### src/rtl/uart_rx_buffer_ctrl.sv
// UART receive buffer: captures bytes from uart_receiver into a show-ahead FIFO
// and keeps sticky frame/overshoot flags. Define UART_RX_IRQ_EN for the irq output.
module uart_rx_buffer_ctrl #(
    parameter int DATA_WIDTH = 8,
    parameter int FIFO_DEPTH = 4
) (
    input  logic                          clk,
    input  logic                          reset,
    input  logic [DATA_WIDTH-1:0]         rx_data_in,
    input  logic                          rx_strobe_data_ready_level,
    input  logic                          rx_frame_error,
    output logic                          rx_ack,
    input  logic                          cpu_strobe_read_data,
    input  logic                          cmd_clear_frame_error,
    input  logic                          cmd_clear_overshoot_error,
    output logic [DATA_WIDTH-1:0]         data_out,
    output logic [7:0]                    status_out,
    output logic [$clog2(FIFO_DEPTH):0]   fifo_count
`ifdef UART_RX_IRQ_EN
    ,
    input  logic                          irq_mask,
    output logic                          irq
`endif
);

    localparam int PW = $clog2(FIFO_DEPTH);
    localparam int CW = PW + 1;

    typedef enum logic [1:0] {IDLE, ACK, WAIT_LOW} state_t;

    state_t                state;
    logic [DATA_WIDTH-1:0] mem [FIFO_DEPTH];
    logic [PW-1:0]         wr_ptr, rd_ptr;
    logic [CW-1:0]         count;
    logic                  frame_error, overshoot_error;
    logic                  empty, full, pop, capture, push, overrun;

    assign empty   = (count == '0);
    assign full    = (count == CW'(FIFO_DEPTH));
    assign pop     = cpu_strobe_read_data && !empty;
    assign capture = (state == IDLE) && rx_strobe_data_ready_level;
    // A same-cycle pop frees the slot, so a full FIFO still accepts the byte.
    assign push    = capture && !rx_frame_error && (!full || pop);
    assign overrun = capture && !rx_frame_error && full && !pop;

    always_ff @(posedge clk) begin
        if (reset) begin
            state           <= IDLE;
            rx_ack          <= 1'b0;
            wr_ptr          <= '0;
            rd_ptr          <= '0;
            count           <= '0;
            frame_error     <= 1'b0;
            overshoot_error <= 1'b0;
        end else begin
            case (state)
                IDLE: begin
                    rx_ack <= 1'b0;
                    if (rx_strobe_data_ready_level) state <= ACK;
                end
                ACK: begin
                    rx_ack <= 1'b1;
                    state  <= WAIT_LOW;
                end
                WAIT_LOW: begin
                    rx_ack <= 1'b0;
                    if (!rx_strobe_data_ready_level) state <= IDLE;
                end
                default: begin
                    rx_ack <= 1'b0;
                    state  <= IDLE;
                end
            endcase

            if (push) wr_ptr <= wr_ptr + PW'(1);
            if (pop)  rd_ptr <= rd_ptr + PW'(1);

            case ({push, pop})
                2'b10:   if (!full) count <= count + CW'(1);
                2'b01:   count <= count - CW'(1);
                default: count <= count;
            endcase

            // Set dominates a coincident clear.
            frame_error     <= (capture && rx_frame_error) ||
                               (frame_error && !cmd_clear_frame_error);
            overshoot_error <= overrun ||
                               (overshoot_error && !cmd_clear_overshoot_error);
        end
    end

    always_ff @(posedge clk) begin
        if (!reset && push) mem[wr_ptr] <= rx_data_in;
    end

    assign data_out   = empty ? '0 : mem[rd_ptr];
    assign status_out = {4'b0000, overshoot_error, frame_error, full, !empty};
    assign fifo_count = count;

`ifdef UART_RX_IRQ_EN
    always_ff @(posedge clk) begin
        if (reset) irq <= 1'b0;
        else       irq <= !irq_mask && (!empty || frame_error || overshoot_error);
    end
`endif

endmodule

### config.mk
export PLATFORM = sky130hd
export DESIGN_NAME = uart_rx_buffer_ctrl
export DESIGN_NICKNAME = d
export VERILOG_FILES = /design/src/rtl/uart_rx_buffer_ctrl.sv
export SDC_FILE = /design/constraint.sdc
export NUM_CORES = 1
export LEC_CHECK = 0
export BUFFER_PORTS_ARGS = -buffer_cell sky130_fd_sc_hd__buf_2
export CAP_MARGIN = 20
export CORE_MARGIN = 2
export CORE_UTILIZATION = 54
export CTS_CLUSTER_DIAMETER = 60
export DETAILED_ROUTE_END_ITERATION = 10
export PLACE_DENSITY_LB_ADDON = 0.15
export SYNTH_ARGS = -nofsm -noshare
export SYNTH_HDL_FRONTEND = slang
export SYNTH_SLANG_ARGS = --single-unit
### constraint.sdc
create_clock -name clk -period 2.3 [get_ports clk]
set_input_delay 0.115 -clock clk [delete_from_list [all_inputs] [get_ports clk]]
set_output_delay 0.115 -clock clk [all_outputs]
set_load 0.1 [all_outputs]
# ---- Word-level counts from Yosys, hierarchy flattened
# Memory sizes are Yosys's and may differ from the RTL's. A register that Yosys moved wholly into a read port is not among the register bits.
# Cells that the tools add are included.
dict set report totals {
  register_bits 12
  latch_bits 0
  mem_bits_rw 32
  mem_bits_ro 0
  inputBits 15
  out_inout_bits 20
  word_cells 56
  memories 1
}
# memory words width rd rd_clocked_by_memory_dff wr line
set mem_list {}
lappend mem_list {mem 4 8 1 1 1 32} ;# logic [DATA_WIDTH-1:0] mem [FIFO_DEPTH];
dict set report op_classes {
  addsub 4
  mul 0
  div 0
  n_lt_le_gt_ge 0
  eq_ne 8
  shifts 0
  n_mux 11
  bitwise_logic 0
  reduce_logical 25
}
# op count
set op_table {}
lappend op_table {{logical AND 1 bit} 10}
lappend op_table {{2-to-1 mux 2 bit} 4}
lappend op_table {{2-to-1 mux 8 bit} 1}
lappend op_table {{zero test 1 bit} 7}
lappend op_table {{!= test 2 bit, second input constant} 3}
lappend op_table {{one-hot mux 2 bit (3 select lines)} 1}
lappend op_table {{one-hot mux 3 bit (2 select lines)} 1}
lappend op_table {{adder 2 x 1 -> 2 bit, second input constant} 2}
lappend op_table {{equality test 2 x 1 -> 1 bit, second input constant} 2}
lappend op_table {{equality test 2 bit, second input constant} 2}
lappend op_table {{AND reduction 2 bit} 2}
lappend op_table {{adder 3 x 1 -> 3 bit, second input constant} 1}
lappend op_table {{equality test 3 bit, second input constant} 1}
lappend op_table {{zero test 3 bit} 1}
lappend op_table {{logical OR 1 bit} 3}
lappend op_table {{2-to-1 mux 1 bit} 3}
lappend op_table {{2-to-1 mux 3 bit} 1}
lappend op_table {{subtractor 3 x 1 -> 3 bit, second input constant} 1}
lappend op_table {{zero test 2 bit} 1}
lappend op_table {{nonzero test 2 bit} 1}

# ---- Depth between registers and ports, before layout
dict set report logic_depth {
  ltp_word 8
  mapped_depth 7
  mapped_depth_nobuf 6
}

# ---- Least setup slack after synthesis
# No wires, ideal clock.
dict set report synth_timing {
  kind {register -> output}
  from {reg count[1] (netlist: fifo_count[1])}
  to {out data_out[0]}
  arrival_time_ns 2.816
  t_required_ns 2.185
  setup_slack_ns -0.631
  path_stages_with_launch 4
  n_path_buf 1
  path_cell_list {dfxtp_1 > clkbuf_1 > nor3_1 > nor2b_1}
}
dict set report synth_between {
  elab_chain_len 2
}
# element line
set synth_rtl {}
lappend synth_rtl {{from (decl)} 34} ;# logic [CW-1:0] count;
lappend synth_rtl {{from (signal assigned)} 79} ;# 2'b10: if (!full) count <= count + CW'(1);
lappend synth_rtl {{from (signal assigned)} 80} ;# 2'b01: count <= count - CW'(1);
lappend synth_rtl {{from (signal assigned)} 81} ;# default: count <= count;
lappend synth_rtl {{zero test 3 bit} 38} ;# assign empty = (count == '0);
lappend synth_rtl {{2-to-1 mux 8 bit} 96} ;# assign data_out = empty ? '0 : mem[rd_ptr];
lappend synth_rtl {{to (decl)} 16} ;# output logic [DATA_WIDTH-1:0] data_out,
# Every way passes these cells.

# ---- Worst setup path in the final report
dict set report layout_timing {
  from {reg count[0] (netlist: fifo_count[0])}
  to {out data_out[1]}
}
# The elaborated chain is that of the path after synthesis.

==> summary.txt <==
Detail Route Antenna Nets -> 0
Post-synthesis sequential area ratio -> 63.4%
Fmax -> 0.486 GHz
Fill count -> 251
Total number of vias -> 1107
Vias in the first global route -> 1097
Synth top area share -> 49.1%
Crit Path Class -> flip-flop to primary output
Layout cells sized above 1 -> 36.3%
Slew Viols, Final -> 0
Arr. time, crit path -> 1940 ps
Data required time of the worst path -> 2180 ps
Reg2reg end -> mem[1][5]$_DFFE_PP_
Global route hottest layer -> met2
Net count, final -> 191
Cts bufs inserted -> 5
Initial antenna violation count -> 0
Area leader, netlist -> edfxtp_1
Aggregate global routing overflow -> 0
Postcts setup bufs -> 0
Ant diodes -> 0
Crit path launch -> fifo_count[0]$_SDFFE_PP0P_
H-tree levels -> 2
DR pass1 iterations -> 4
HP Class -> input pin to flip-flop
Total Power -> 0.00227 W
Unrepaired setup endpoints after global routing -> false
DR vias/cell -> 5.10
Worst setup endpoint -> data_out[1]
Die width -> 64.2 µm
GR Layer Usage met2 -> 28.0%
CORE AREA -> 0.00342 mm²
Synth Register Bits -> 46
Rel. slew slack -> 37.4%
Die span in y -> 64.2 µm
Clock-pin slew on the worst setup and hold paths -> 110 ps
Area contributors post-synth -> edfxtp_1 49%, dfxtp_1 14%, mux4_2 9.2%, nor2b_1 3.2%, buf_4 2.7%
Initial core utilization -> 57.3%
RR Startpoint -> state[0]$_SDFFE_PP0P_
Global-route met3 utilization -> 5.81%
Post-DP HPWL -> 2270 µm
DR iter-0 viols -> 50
Rows -> 21
Cell area after technology mapping -> 0.00196 mm²
Syn Area/Cell -> 14.5 µm²
Power Density -> 996 mW/mm²
Met1 Usage GRT -> 21.5%
Cell Area, Placed -> 0.00213 mm²
R2r setup slk -> 270 ps
Status -> finished, final reports clean
Clock Skew -> 9.31 ps
CP Launch Type -> flip-flop
YS warnings -> 0
Setup TNS -> 0 ps
IO buf count -> 30
Worst Path Max Fanout -> 9
Finish-stage setup viols -> 0
WL/cell -> 14.9 µm
I/O pin cnt -> 35
Total wire length -> 3230 µm
Hold WS -> 23.3 ps
Crit share post-route -> 89.4%
Routability cong. -> 0.733
LEAKAGE -> 0.841 nW
Hold Vio Cnt, Final -> 0
Worst-Skew Late Latency -> 360 ps
Final Core Density -> 66.8%
CTS tree -> yes
Min cycle time layout -> 2060 ps
Max Cap Viol -> 0
Area of the die -> 0.00412 mm²
Unique masters post-synth -> 35
DR DRC count -> 0
Layout area overhead -> 16.6%
Post-Syn Instances -> 135
FF-to-FF path depth -> 3
Peak supply drop -> 501 µV
First-pass GRT wire length -> 5190 µm
Worst Setup End Kind -> primary output
CTS sink count -> 46
Worst slew pin tran -> 935 ps
GRT Overall Usage -> 17.3%
Largest net degree at the start of global routing -> 15
Clock root buffer -> clkbuf_4
Final non-filler cell area -> 0.00228 mm²
Clock buffer depth -> 2
==> synthesized netlist by cell type <==
cell type,number
a21o_1,2
nor2b_1,10
and2b_1,1
ha_1,4
a31oi_1,1
nand3_1,2
edfxtp_1,32
or3_4,1
nor2_1,8
and2_1,4
fa_1,1
and3_4,1
nand2_1,3
o2111ai_1,1
or3_1,1
nor4b_1,1
or4b_4,1
dfxtp_1,14
nor3_2,1
xnor2_1,2
xor2_1,1
nor3_1,2
nor4_1,1
a21oi_1,7
mux4_2,8
buf_6,1
o21ai_0,1
clkbuf_1,4
buf_4,7
conb_1,1
nor3b_1,2
nand3b_1,1
inv_1,6
or2b_1,1
o31a_2,1
==> cell families after synthesis <==
logic type | count (synthesis) | share of synthesized area, %
AO/OA/AOI/OAI | 13 | 4.09
XOR/XNOR | 3 | 1.34
adder cells (fa/ha/maj) | 5 | 3.58
buffers and inverters | 18 | 5.18
flip-flops | 46 | 63.4
multiplexers | 8 | 9.21
other | 1 | 0.192
AND/OR/NAND/NOR | 41 | 13.0
==> stage by stage <==
| stage | setup slack, ps | cells |
|---|---|---|
| floorplan | 19.4 | 138 |
| global placement | 336 | 202 |
| detailed placement | 258 | 202 |
| CTS | 38.1 | 217 |
| global route | 109 | 217 |
| finish | 244 | 217 |
==> flip-flops by register name, indices dropped and copies added, names as in the netlist, named ones only <==
name and flops:
mem 32, fifo_count 3, rd_ptr 2, state 2, wr_ptr 2, frame_error 1, overshoot_error 1, rx_ack 1
==> where the power goes <==
| part | total [W] | internal, W | switching (W) |
|---|---|---|---|
| logic | 0.000838 | 0.000199 | 0.000640 |
| clock network | 0.000452 | 0.000220 | 0.000232 |
| registers | 0.000982 | 0.000924 | 0.0000589 |
| total | 0.00227 | 0.00134 | 0.000930 |
==> final cells by class <==
type | count | area [µm²] | share of cell area (%)
Clock buffer | 5 | 37.5 | 1.65
Clock inverter | 2 | 33.8 | 1.48
Inverter | 6 | 22.5 | 0.987
Multi-Input combinational cell | 74 | 651 | 28.5
Sequential cell | 46 | 1250 | 54.7
Tap cell | 46 | 57.6 | 2.52
Timing Repair Buffer | 38 | 230 | 10.1
==> placed cells by master (no fill, tap or decap), types with 2 or more instances in the layout <==
cell,synthesis,layout
inv_1,6,6
a21oi_1,7,7
conb_1,1,4
dlygate4sd3_1,0,8
dfxtp_1,14,10
nor2b_1,10,2
a21o_1,2,2
dfxtp_2,0,3
clkbuf_4,0,5
ha_1,4,4
xnor2_1,2,2
nor2_1,8,8
nand3_1,2,2
and2_1,4,4
nor3b_1,2,2
nor3_2,1,2
nand2_1,3,3
nor2b_2,0,8
buf_2,0,30
edfxtp_1,32,32
mux4_2,8,8
==> worst max-delay path, cell delays in order (launching register included) <==
cell     delay [ps]
dfxtp_2         380
nor3_2          780
nor2b_2          90
buf_2           330
==> timing repair <==
| item | 4_1_cts | 5_1_grt |
|---|---|---|
| hold endpoints to repair | 32 | 0 |
| endpoints found under the setup margin | 0 | 8 |
| gates resized for setup | 0 | 1 |
| hold buffers | 8 | 0 |
==> per-layer routing <==
| metal | vias up | routed length (µm) | part of all wire, % |
|---|---|---|---|
| met4 | 0 | 55 | 1.7 |
| met3 | 5 | 131 | 4.1 |
| li1 | 545 | - | - |
| met1 | 532 | 1470 | 46 |
| met5 | - | 0 | 0 |
| met2 | 25 | 1570 | 49 |
==> worst min-delay path by stage <==
| stage | start | end | slack, ps | cells after the start |
|---|---|---|---|---|
| finish | rx_frame_error | frame_error$_SDFF_PP0_ | 20 | 3 |
| global route | rx_strobe_data_ready_level | state[1]$_SDFFE_PP0P_ | 40 | 3 |
| CTS | rx_frame_error | frame_error$_SDFF_PP0_ | 10 | 3 |
| detailed placement | rx_data_in[7] | mem[2][7]$_DFFE_PP_ | 340 | 1 |
| global placement | rx_data_in[7] | mem[3][7]$_DFFE_PP_ | 330 | 1 |
| floorplan | reset | fifo_count[1]$_SDFFE_PP0P_ | 170 | 1 |
No activity file was read; power rests on OpenSTA's default activity.
